`src/rtl/row_packer.sv`:
```
// Serial-to-packed row packer: gathers NUM_PE pixels per word, never lets a word straddle
// a row end, and presents each word as a single FIFO push behind a one-deep output register.
module row_packer_lane #(
  parameter int DATA_WIDTH = 8
) (
  input  logic                  clk,
  input  logic                  rst_n,
  input  logic                  wr_en,   // accepted pixel targets this lane
  input  logic                  keep,    // lane lies below the current lane of a completing word
  input  logic                  word_end,
  input  logic [DATA_WIDTH-1:0] pix,
  output logic [DATA_WIDTH-1:0] out_q
);
  logic [DATA_WIDTH-1:0] acc_q;
  logic [DATA_WIDTH-1:0] word_val;

  // Lanes above the completing pixel come out as zero, which pads a short row-end word.
  always_comb begin
    word_val = '0;
    if (wr_en)     word_val = pix;
    else if (keep) word_val = acc_q;
  end

  always_ff @(posedge clk or negedge rst_n) begin
    if (!rst_n) begin
      acc_q <= '0;
      out_q <= '0;
    end else begin
      if (word_end)   acc_q <= '0;
      else if (wr_en) acc_q <= pix;
      if (word_end)   out_q <= word_val;
    end
  end
endmodule

module row_packer #(
  parameter int DATA_WIDTH   = 8,
  parameter int NUM_PE       = 4,
  parameter int IMAGE_WIDTH  = 10,
  parameter int IMAGE_HEIGHT = 10
) (
  input  logic                         CLK,
  input  logic                         RESET_N,
  input  logic                         START,
  input  logic [DATA_WIDTH-1:0]        IN_DATA,
  input  logic                         IN_VALID,
  output logic                         IN_READY,
  output logic [NUM_PE*DATA_WIDTH-1:0] OUT_DATA,
  output logic                         OUT_PUSH,
  input  logic                         OUT_FULL,
  output logic                         BUSY,
  output logic                         DONE
);
  localparam int LANE_W = (NUM_PE > 1) ? $clog2(NUM_PE) : 1;
  localparam int COL_W  = (IMAGE_WIDTH > 1) ? $clog2(IMAGE_WIDTH) : 1;
  localparam int ROW_W  = (IMAGE_HEIGHT > 1) ? $clog2(IMAGE_HEIGHT) : 1;
  localparam logic [LANE_W-1:0] LANE_MAX = LANE_W'(NUM_PE - 1);
  localparam logic [COL_W-1:0]  COL_MAX  = COL_W'(IMAGE_WIDTH - 1);
  localparam logic [ROW_W-1:0]  ROW_MAX  = ROW_W'(IMAGE_HEIGHT - 1);

  typedef enum logic [1:0] {IDLE, RUN, DRAIN} state_t;

  typedef struct packed {
    logic [ROW_W-1:0]  row;
    logic [COL_W-1:0]  col;
    logic [LANE_W-1:0] lane;
  } pos_t;

  state_t state_q, state_d;
  pos_t   pos_q;
  logic   out_valid;
  logic   accept, row_end, word_done, frame_end;
  logic [NUM_PE-1:0][DATA_WIDTH-1:0] out_lanes;

  assign row_end   = (pos_q.col == COL_MAX);
  assign accept    = IN_VALID && IN_READY;
  assign word_done = accept && ((pos_q.lane == LANE_MAX) || row_end);
  assign frame_end = accept && row_end && (pos_q.row == ROW_MAX);

  // A pixel may only land when its word is guaranteed a free output slot this edge.
  assign IN_READY = (state_q == RUN) && (!out_valid || !OUT_FULL);
  assign OUT_PUSH = out_valid && !OUT_FULL;
  assign BUSY     = (state_q != IDLE);
  assign OUT_DATA = out_lanes;

  always_comb begin
    state_d = state_q;
    DONE    = 1'b0;
    case (state_q)
      IDLE:  if (START) state_d = RUN;
      RUN:   if (frame_end) state_d = DRAIN;
      DRAIN: if (!out_valid) begin
        state_d = IDLE;
        DONE    = 1'b1;
      end
      default: state_d = IDLE;
    endcase
  end

  always_ff @(posedge CLK or negedge RESET_N) begin
    if (!RESET_N) state_q <= IDLE;
    else          state_q <= state_d;
  end

  always_ff @(posedge CLK or negedge RESET_N) begin
    if (!RESET_N) begin
      pos_q <= '0;
    end else if (accept) begin
      if (row_end) begin
        pos_q.lane <= '0;
        pos_q.col  <= '0;
        pos_q.row  <= (pos_q.row == ROW_MAX) ? '0 : pos_q.row + 1'b1;
      end else begin
        pos_q.lane <= (pos_q.lane == LANE_MAX) ? '0 : pos_q.lane + 1'b1;
        pos_q.col  <= pos_q.col + 1'b1;
      end
    end
  end

  // A completing word while the old one pushes reloads in place, keeping out_valid set.
  always_ff @(posedge CLK or negedge RESET_N) begin
    if (!RESET_N)       out_valid <= 1'b0;
    else if (word_done) out_valid <= 1'b1;
    else if (OUT_PUSH)  out_valid <= 1'b0;
  end

  for (genvar i = 0; i < NUM_PE; i++) begin : g_lane
    row_packer_lane #(.DATA_WIDTH(DATA_WIDTH)) u_lane (
      .clk      (CLK),
      .rst_n    (RESET_N),
      .wr_en    (accept && (pos_q.lane == LANE_W'(i))),
      .keep     (pos_q.lane > LANE_W'(i)),
      .word_end (word_done),
      .pix      (IN_DATA),
      .out_q    (out_lanes[i])
    );
  end
endmodule

```
`config.mk`:
```
export PLATFORM = sky130hd
export DESIGN_NAME = row_packer
export DESIGN_NICKNAME = d
export VERILOG_FILES = /design/src/rtl/row_packer.sv
export SDC_FILE = /design/constraint.sdc
export NUM_CORES = 1
export LEC_CHECK = 0
export ABC_AREA = 1
export BUFFER_PORTS_ARGS = -buffer_cell sky130_fd_sc_hd__buf_2
export CELL_PAD_IN_SITES_DETAIL_PLACEMENT = 1
export CELL_PAD_IN_SITES_GLOBAL_PLACEMENT = 1
export CORE_UTILIZATION = 42
export CTS_CLUSTER_DIAMETER = 40
export DETAILED_ROUTE_END_ITERATION = 8
export PLACE_DENSITY = 0.88
export SLEW_MARGIN = 10
export SYNTH_ARGS = -nofsm -noshare
export SYNTH_HDL_FRONTEND = slang
export SYNTH_SLANG_ARGS = --single-unit
```
`constraint.sdc`:
```
create_clock -name CLK -period 2.05 [get_ports CLK]
set_input_delay 0 -clock CLK [delete_from_list [all_inputs] [get_ports CLK]]
set_output_delay 0 -clock CLK [all_outputs]
set_load 0.02 [all_outputs]
```
==> impl_metrics.csv, run 1 <==
group,metric,value,unit
cts,cts_sinks,69,
hold_path,whs_path_depth,3,
yosys,synth-seq-cells,69,
critical_path,timing.rr.end,"g_lane[1].u_lane.acc_q[0]",
timing,finalHoldViolations,0,
hold_path,holdPathEnd,"out_valid",
timing,tightest_slew,0.477,ns
route,drtIter0Drc,202,
timing,skew,0.00905,ns
final_layout,fillCellCount,936,
timing,setup_viol,0,
route,vias,3009,
floorplan,core,7410,um^2
yosys,synth_area,3270,um^2
pwr,vdd_ir_drop_max,0.608,mV
grt,grt_max_degree,27,
final_layout,final_common_cell,"nand2_1",
cts,clk_latency,0.36,ns
yosys,synth_cells,413,
critical_path,r2r-start,"pos_q[1]",
timing,rsz0062_at_grt,"no",
timing,tns,0,ns
yosys,ys.warnings.count,0,
route,vias_per_cell,5.14,
floorplan,die_area,8140,um^2
critical_path,crit_path_end_kind,"flip-flop",
critical_path,cpMostUsedCell,"inv_1",
timing,post-route-period-util,84.4,%
status,status,"complete, no violations",
floorplan,row_count,31,
grt,grt_pass1_wl,15300,um
final_layout,diodes,0,
final_layout,layout.nets,498,
cts,clk_pin_slew_worst_paths,0.08,ns
timing,finalMaxSlewViolations,0,
job,max_cap_viol_count,0,
cts,cts_tree,"yes",
critical_path,path_max_fanout,8,
grt,grt_usage,24.1,%
placement,dpl.hpwl,6340,um
timing,max_clock_freq,0.578,GHz
route,dr.pass1.iters,4,
pwr,powerDensity,1600,nW/um^2
hold_path,hold_start,"OUT_FULL",
grt,overflow,0,
critical_path,reg2reg_slack,0.32,ns
cts,cts_max_level,3,
final_layout,area_growth,22.6,%
hold_path,hold_path_class,"input port to flip-flop",
route,drc_errors,0,
yosys,syn_area_per_cell,7.92,um^2
pwr,power.leakage,0.00211,uW
placement,placed_area,3660,um^2
timing,slew_headroom,68.2,%
yosys,seq_area_frac_synth,52.8,%
critical_path,cp.required,2.34,ns
critical_path,crit_type,"flip-flop to flip-flop",
cts,numCtsBuffers,9,
grt,grt_pass1_vias,3161,
cts,clock_path_buffers,2,
floorplan,dieHeight,90.2,um
route,drtAntennaViolNets,0,
critical_path,cp_slowest_stage_delay,0.41,ns
critical_path,cp_cell_sequence,"inv_1 -> ha_1 -> nand4_2 -> inv_1 -> nand2_1 -> a21oi_1",
critical_path,worstRegToRegCells,6,
cts,cts_resized,0,
final_layout,drive_above_1_share,18.7,%
critical_path,arrival,2.02,ns
timing,period_minus_slack,1.73,ns
critical_path,cp_slowest_cell,"dfrtp_1",
floorplan,start_util,44.1,%
yosys,ys_types,23,
critical_path,critPathLaunchType,"flip-flop",
floorplan,ioPinCount,49,
grt,antenna_found_initial,0,
floorplan,die_x,90.2,um
route,post_drt_wl_per_cell,15.3,um
yosys,syn-num-nets,430,
final_layout,final_cell_mix,"nand2_1 (133), dfrtp_1 (69), nor2_1 (68)",
placement,port_buffers,48,
placement,place_congestion,0.779,
route,wirelength,8980,um
cts,root_buffer,"clkbuf_8",
final_layout,finish.instance_area,4010,um^2
==> Yosys cell counts <==
master / instances / area, um^2
buf_2: 8 / 40.0
ha_1: 4 / 50.1
dfrtp_1: 69 / 1730
xor2_1: 3 / 26.3
o21ai_1: 2 / 10.0
nand3_4: 1 / 17.5
nor2_2: 2 / 12.5
a21oi_2: 1 / 8.76
nor3_1: 1 / 5.00
clkbuf_1: 2 / 7.51
nand2_1: 133 / 499
buf_4: 5 / 37.5
inv_1: 30 / 113
o21ai_0: 17 / 85.1
nand2_2: 3 / 18.8
nor2_4: 1 / 11.3
a21oi_1: 23 / 115
inv_2: 3 / 11.3
nor2_1: 68 / 255
nand4_1: 14 / 87.6
nand3_1: 20 / 100
o31ai_1: 1 / 7.51
nand4_2: 2 / 25.0
==> worst max path at each step <==
stage               startpoint                   endpoint  slack [ns]  cells past startpoint
global route        state_q[0]  g_lane[3].u_lane.out_q[4]        0.17                      7
floorplan             pos_q[0]  g_lane[2].u_lane.out_q[5]        0.42                      9
detailed placement    pos_q[1]  g_lane[1].u_lane.acc_q[1]        0.37                      6
global placement      pos_q[1]  g_lane[1].u_lane.acc_q[4]        0.47                      6
finish                pos_q[1]  g_lane[1].u_lane.acc_q[0]        0.32                      6
CTS                   pos_q[2]  g_lane[3].u_lane.out_q[4]        0.32                      7
==> metrics by stage <==
step | hold slack (ns) | util, % | worst slack (ns) | cells | total power [uW]
after floorplan | -0.296 | - | 0.423 | 413 | 4100
after global placement | -0.0232 | 49.4 | 0.475 | 559 | 4860
after detailed placement | -0.0177 | 49.4 | 0.368 | 559 | 5010
after CTS | 0.0645 | 54.1 | 0.318 | 585 | 6450
after global routing | 0.108 | 54.1 | 0.172 | 585 | 6860
final | 0.0657 | 54.1 | 0.320 | 585 | 6400
==> kinds of logic after synthesis <==
group | count (synthesis) | synth area share [%]
flops | 69 | 52.8
buf+inv | 48 | 6.39
simple gates | 245 | 31.6
compound gates | 44 | 6.92
fa+ha+maj | 4 | 1.53
xor+xnor | 3 | 0.804
==> per-layer routing <==
| layer | track usage (%) | vias up | share of wire [%] |
|---|---|---|---|
| met2 | 42.2 | 57 | 51 |
| met3 | 5.75 | 12 | 3.5 |
| met5 | 0 | - | 0 |
| met4 | 8.33 | 0 | 1.7 |
| li1 | - | 1448 | - |
| met1 | 28.8 | 1492 | 44 |
==> sequential cells by signal (all words and copies together), names as in the netlist <==
register	cells
pos_q	10
out_valid	1
state_q	2
g_lane.u_lane.acc_q	24
g_lane.u_lane.out_q	32
==> timing repair <==
| action | CTS | global route |
|---|---|---|
| hold endpoints to repair | 42 | 0 |
| hold buffers | 10 | 0 |
| buffers inserted | 0 | 0 |
==> where the power goes <==
group          switching (uW)  internal [uW]
clock network             554            839
registers                 361           1970
logic                    1770            904
==> worst max-delay path, delay by kind of cell, from the launching register on <==
| kind | cells | cell delay (ns) |
|---|---|---|
| AOI/OAI and AO/OA | 1 | 0.14 |
| adders and majority gates | 1 | 0.26 |
| buffers and inverters | 2 | 0.44 |
| DFF | 1 | 0.41 |
| and+or+nand+nor | 2 | 0.41 |
==> cell type report <==
cell class	count	area, um^2	share of cell area [%]
Sequential cell	69	1730	43.1
Timing Repair Buffer	72	445	11.1
Tap cell	99	124	3.09
Multi-Input combinational cell	296	1340	33.5
Clock buffer	10	138	3.43
Inverter	33	124	3.09
Clock inverter	6	110	2.75
No activity file was read; power rests on OpenSTA's default activity.
==> run 2, diff against run 1 <==
--- a/config.mk
+++ b/config.mk
@@ -9,10 +9,10 @@
 export BUFFER_PORTS_ARGS = -buffer_cell sky130_fd_sc_hd__buf_2
 export CELL_PAD_IN_SITES_DETAIL_PLACEMENT = 1
 export CELL_PAD_IN_SITES_GLOBAL_PLACEMENT = 1
-export CORE_UTILIZATION = 42
+export CORE_UTILIZATION = 38
 export CTS_CLUSTER_DIAMETER = 40
 export DETAILED_ROUTE_END_ITERATION = 8
-export PLACE_DENSITY = 0.88
+export PLACE_DENSITY = 0.84
 export SLEW_MARGIN = 10
 export SYNTH_ARGS = -nofsm -noshare
 export SYNTH_HDL_FRONTEND = slang
==> constraint.sdc (replaced) <==
create_clock -name CLK -period 1.4 [get_ports CLK]
set_input_delay 0 -clock CLK [delete_from_list [all_inputs] [get_ports CLK]]
set_output_delay 0 -clock CLK [all_outputs]
set_load 0.02 [all_outputs]
==> run 2 against run 1 <==
The run now ends with setup timing left. Global-route usage grew 1.5 points. Sequential share of layout area decreased by 8.1 points. Critical path depth is 2 higher. Maximum frequency rose by 11%. Sequential cell count stayed put. Sequential power grew 52%. Register-to-register slack worse by 0.48 ns. Clock power grew 47%. Critical path type unchanged. Critical endpoint is now g_lane[1].u_lane.out_q[1].
==> impl_metrics.csv, run 2 (same netlist as run 1, synthesis figures left out) <==
group,metric,value,unit
status,status,"finished with violations",
status,failed_checks,"setup timing",
pwr,internal_power,6560,uW
timing,max_clock_freq,0.641,GHz
cts,root_buffer,"clkbuf_8",
placement,placed_area,3870,um^2
timing,period_minus_slack,1.56,ns
route,drtAntennaViolNets,0,
critical_path,cp_slowest_cell,"dfrtp_1",
critical_path,r2r-start,"pos_q[0]",
final_layout,biggestRegsByFlops,"g_lane.u_lane.out_q: 32 flops, g_lane.u_lane.acc_q: 24 flops, pos_q: 10 flops",
job,max_cap_viol_count,0,
placement,place_congestion,0.803,
critical_path,crit_type,"flip-flop to flip-flop",
cts,cts_tree,"yes",
floorplan,core,8260,um^2
final_layout,fin_util,59.8,%
route,post_drt_wl_per_cell,19.4,um
pwr,clkPwrFrac,17.7,%
cts,clk_pin_slew_worst_paths,0.07,ns
placement,placed_cells,580,
floorplan,dieHeight,94.8,um
grt,overflow,0,
final_layout,area_growth,51.0,%
critical_path,cp.required,1.70,ns
final_layout,final_common_cell,"nand2_1",
timing,post-route-period-util,111,%
timing,skew,0.00961,ns
final_layout,finish.instance_area,4940,um^2
floorplan,die_x,94.8,um
critical_path,path_max_fanout,6,
pwr,pwr-share-comb,51.6,%
grt,grt_pass1_wl,17100,um
route,vias_per_cell,5.33,
hold_path,hold_start,"IN_VALID",
route,wirelength,12300,um
hold_path,holdPathEnd,"g_lane[1].u_lane.acc_q[5]",
floorplan,ioPinCount,49,
critical_path,arrival,1.86,ns
cts,clk_latency,0.37,ns
critical_path,reg2reg_slack,-0.16,ns
grt,grt_pass1_vias,3375,
timing,setup_viol,58,
route,vias,3385,
cts,cts_sinks,69,
final_layout,largest_register_ffs,32,
critical_path,critPathLaunchType,"flip-flop",
timing,slew_headroom,63.3,%
placement,dpl.hpwl,6790,um
pwr,p_seq_share,30.7,%
pwr,powerDensity,2330,nW/um^2
final_layout,drive_above_1_share,39.2,%
pwr,vdd_ir_drop_max,1.03,mV
route,drtIter0Drc,163,
final_layout,top_register,"g_lane.u_lane.out_q",
final_layout,finalNonFillerCells,635,
critical_path,worstRegToRegCells,8,
critical_path,crit_path_end_kind,"flip-flop",
timing,finalHoldViolations,0,
critical_path,timing.rr.end,"g_lane[1].u_lane.out_q[1]",
floorplan,die_area,8980,um^2
pwr,switchingPower,4970,uW
critical_path,cp_slowest_stage_delay,0.45,ns
final_layout,layout.nets,542,
cts,numCtsBuffers,9,
route,dr.pass1.iters,5,
critical_path,cp_cell_sequence,"buf_6 -> ha_4 -> inv_4 -> a21oi_4 -> buf_12 -> clkbuf_16 -> nor2_2 -> nor2_1",
pwr,power.leakage,0.00246,uW
route,drc_errors,0,
final_layout,final_cell_mix,"nand2_1 (112), dfrtp_1 (69), buf_2 (46)",
grt,grt_max_degree,27,
timing,finalMaxSlewViolations,0,
timing,tightest_slew,0.550,ns
floorplan,start_util,39.6,%
hold_path,whs_path_depth,3,
final_layout,diodes,0,
critical_path,crit_buf_inv,4,
critical_path,critical_path.top_delay_family,"buffers and inverters",
pwr,total_power,11500,uW
cts,clock_path_buffers,2,
placement,port_buffers,48,
timing,setup_ws,-0.161,ns
grt,grt_usage,25.6,%
grt,antenna_found_initial,0,
pwr,swShare,43.1,%
cts,cts_max_level,3,
timing,rsz0062_at_grt,"yes",
floorplan,row_count,33,
hold_path,hold_path_class,"input port to flip-flop",
run 2: per-layer routing:
| metal | up-vias | track usage [%] | routed length, um |
|---|---|---|---|
| li1 | 1541 | - | - |
| met1 | 1694 | 29.9 | 4860 |
| met2 | 123 | 45.4 | 6540 |
| met3 | 27 | 5.15 | 618 |
| met4 | 0 | 10.6 | 323 |
| met5 | - | 0 | 0 |
run 2: repair_timing:
action | 4_1_cts | 5_1_grt
gates resized for setup | 37 | 104
endpoints found under the hold margin | 43 | 0
pin swaps | 19 | 23
hold buffers | 11 | 0
setup endpoints to repair | 62 | 62
buffers inserted | 8 | 17
gates cloned | 2 | 4
run 2: tightest hold or removal path, delay by kind of cell:
family | cells | cell delay (ns)
AO/OA/AOI/OAI | 1 | 0.07
AND/OR/NAND/NOR | 1 | 0.17
buffers and inverters | 1 | 0.21
run 2: worst max path at each step:
stage | slack [ns] | end | cells after the start | startpoint
floorplan | -0.02 | g_lane[2].u_lane.out_q[5] | 9 | pos_q[0]
global placement | -0.07 | g_lane[0].u_lane.out_q[3] | 7 | out_valid
detailed placement | -0.13 | g_lane[1].u_lane.out_q[1] | 7 | pos_q[1]
CTS | -0.02 | g_lane[0].u_lane.out_q[6] | 8 | state_q[0]
global route | -0.20 | g_lane[0].u_lane.out_q[1] | 8 | state_q[0]
finish | -0.16 | g_lane[1].u_lane.out_q[1] | 8 | pos_q[0]
run 2: power by group through the flow:
stage / sequential [uW] / clock, uW / combinational, uW
5_1_grt: 3640 / 2150 / 6420
4_1_cts: 3410 / 2060 / 4940
3_3_place_gp: 3360 / 0 / 4140
6_report: 3540 / 2040 / 5950
3_5_place_dp: 3420 / 0 / 4340
2_1_floorplan: 3940 / 0 / 2160
run 2: per-stage QoR:
step           worst slack (ns)  TNS [ns]  hold slack (ns)
2_1_floorplan           -0.0221   -0.0441           -0.296
3_3_place_gp            -0.0732    -0.728         -0.00342
3_5_place_dp             -0.130     -3.32           0.0109
4_1_cts                 -0.0215    -0.105           0.0802
5_1_grt                  -0.203     -8.71            0.135
6_report                 -0.161     -6.01            0.130
run 2: layout make-up:
cell class	instances	area (um^2)
Clock buffer	12	145
Clock inverter	4	95.1
Fill cell	999	3320
Inverter	33	141
Multi-Input combinational cell	296	1700
Sequential cell	69	1730
Tap cell	105	131
Timing Repair Buffer	116	996
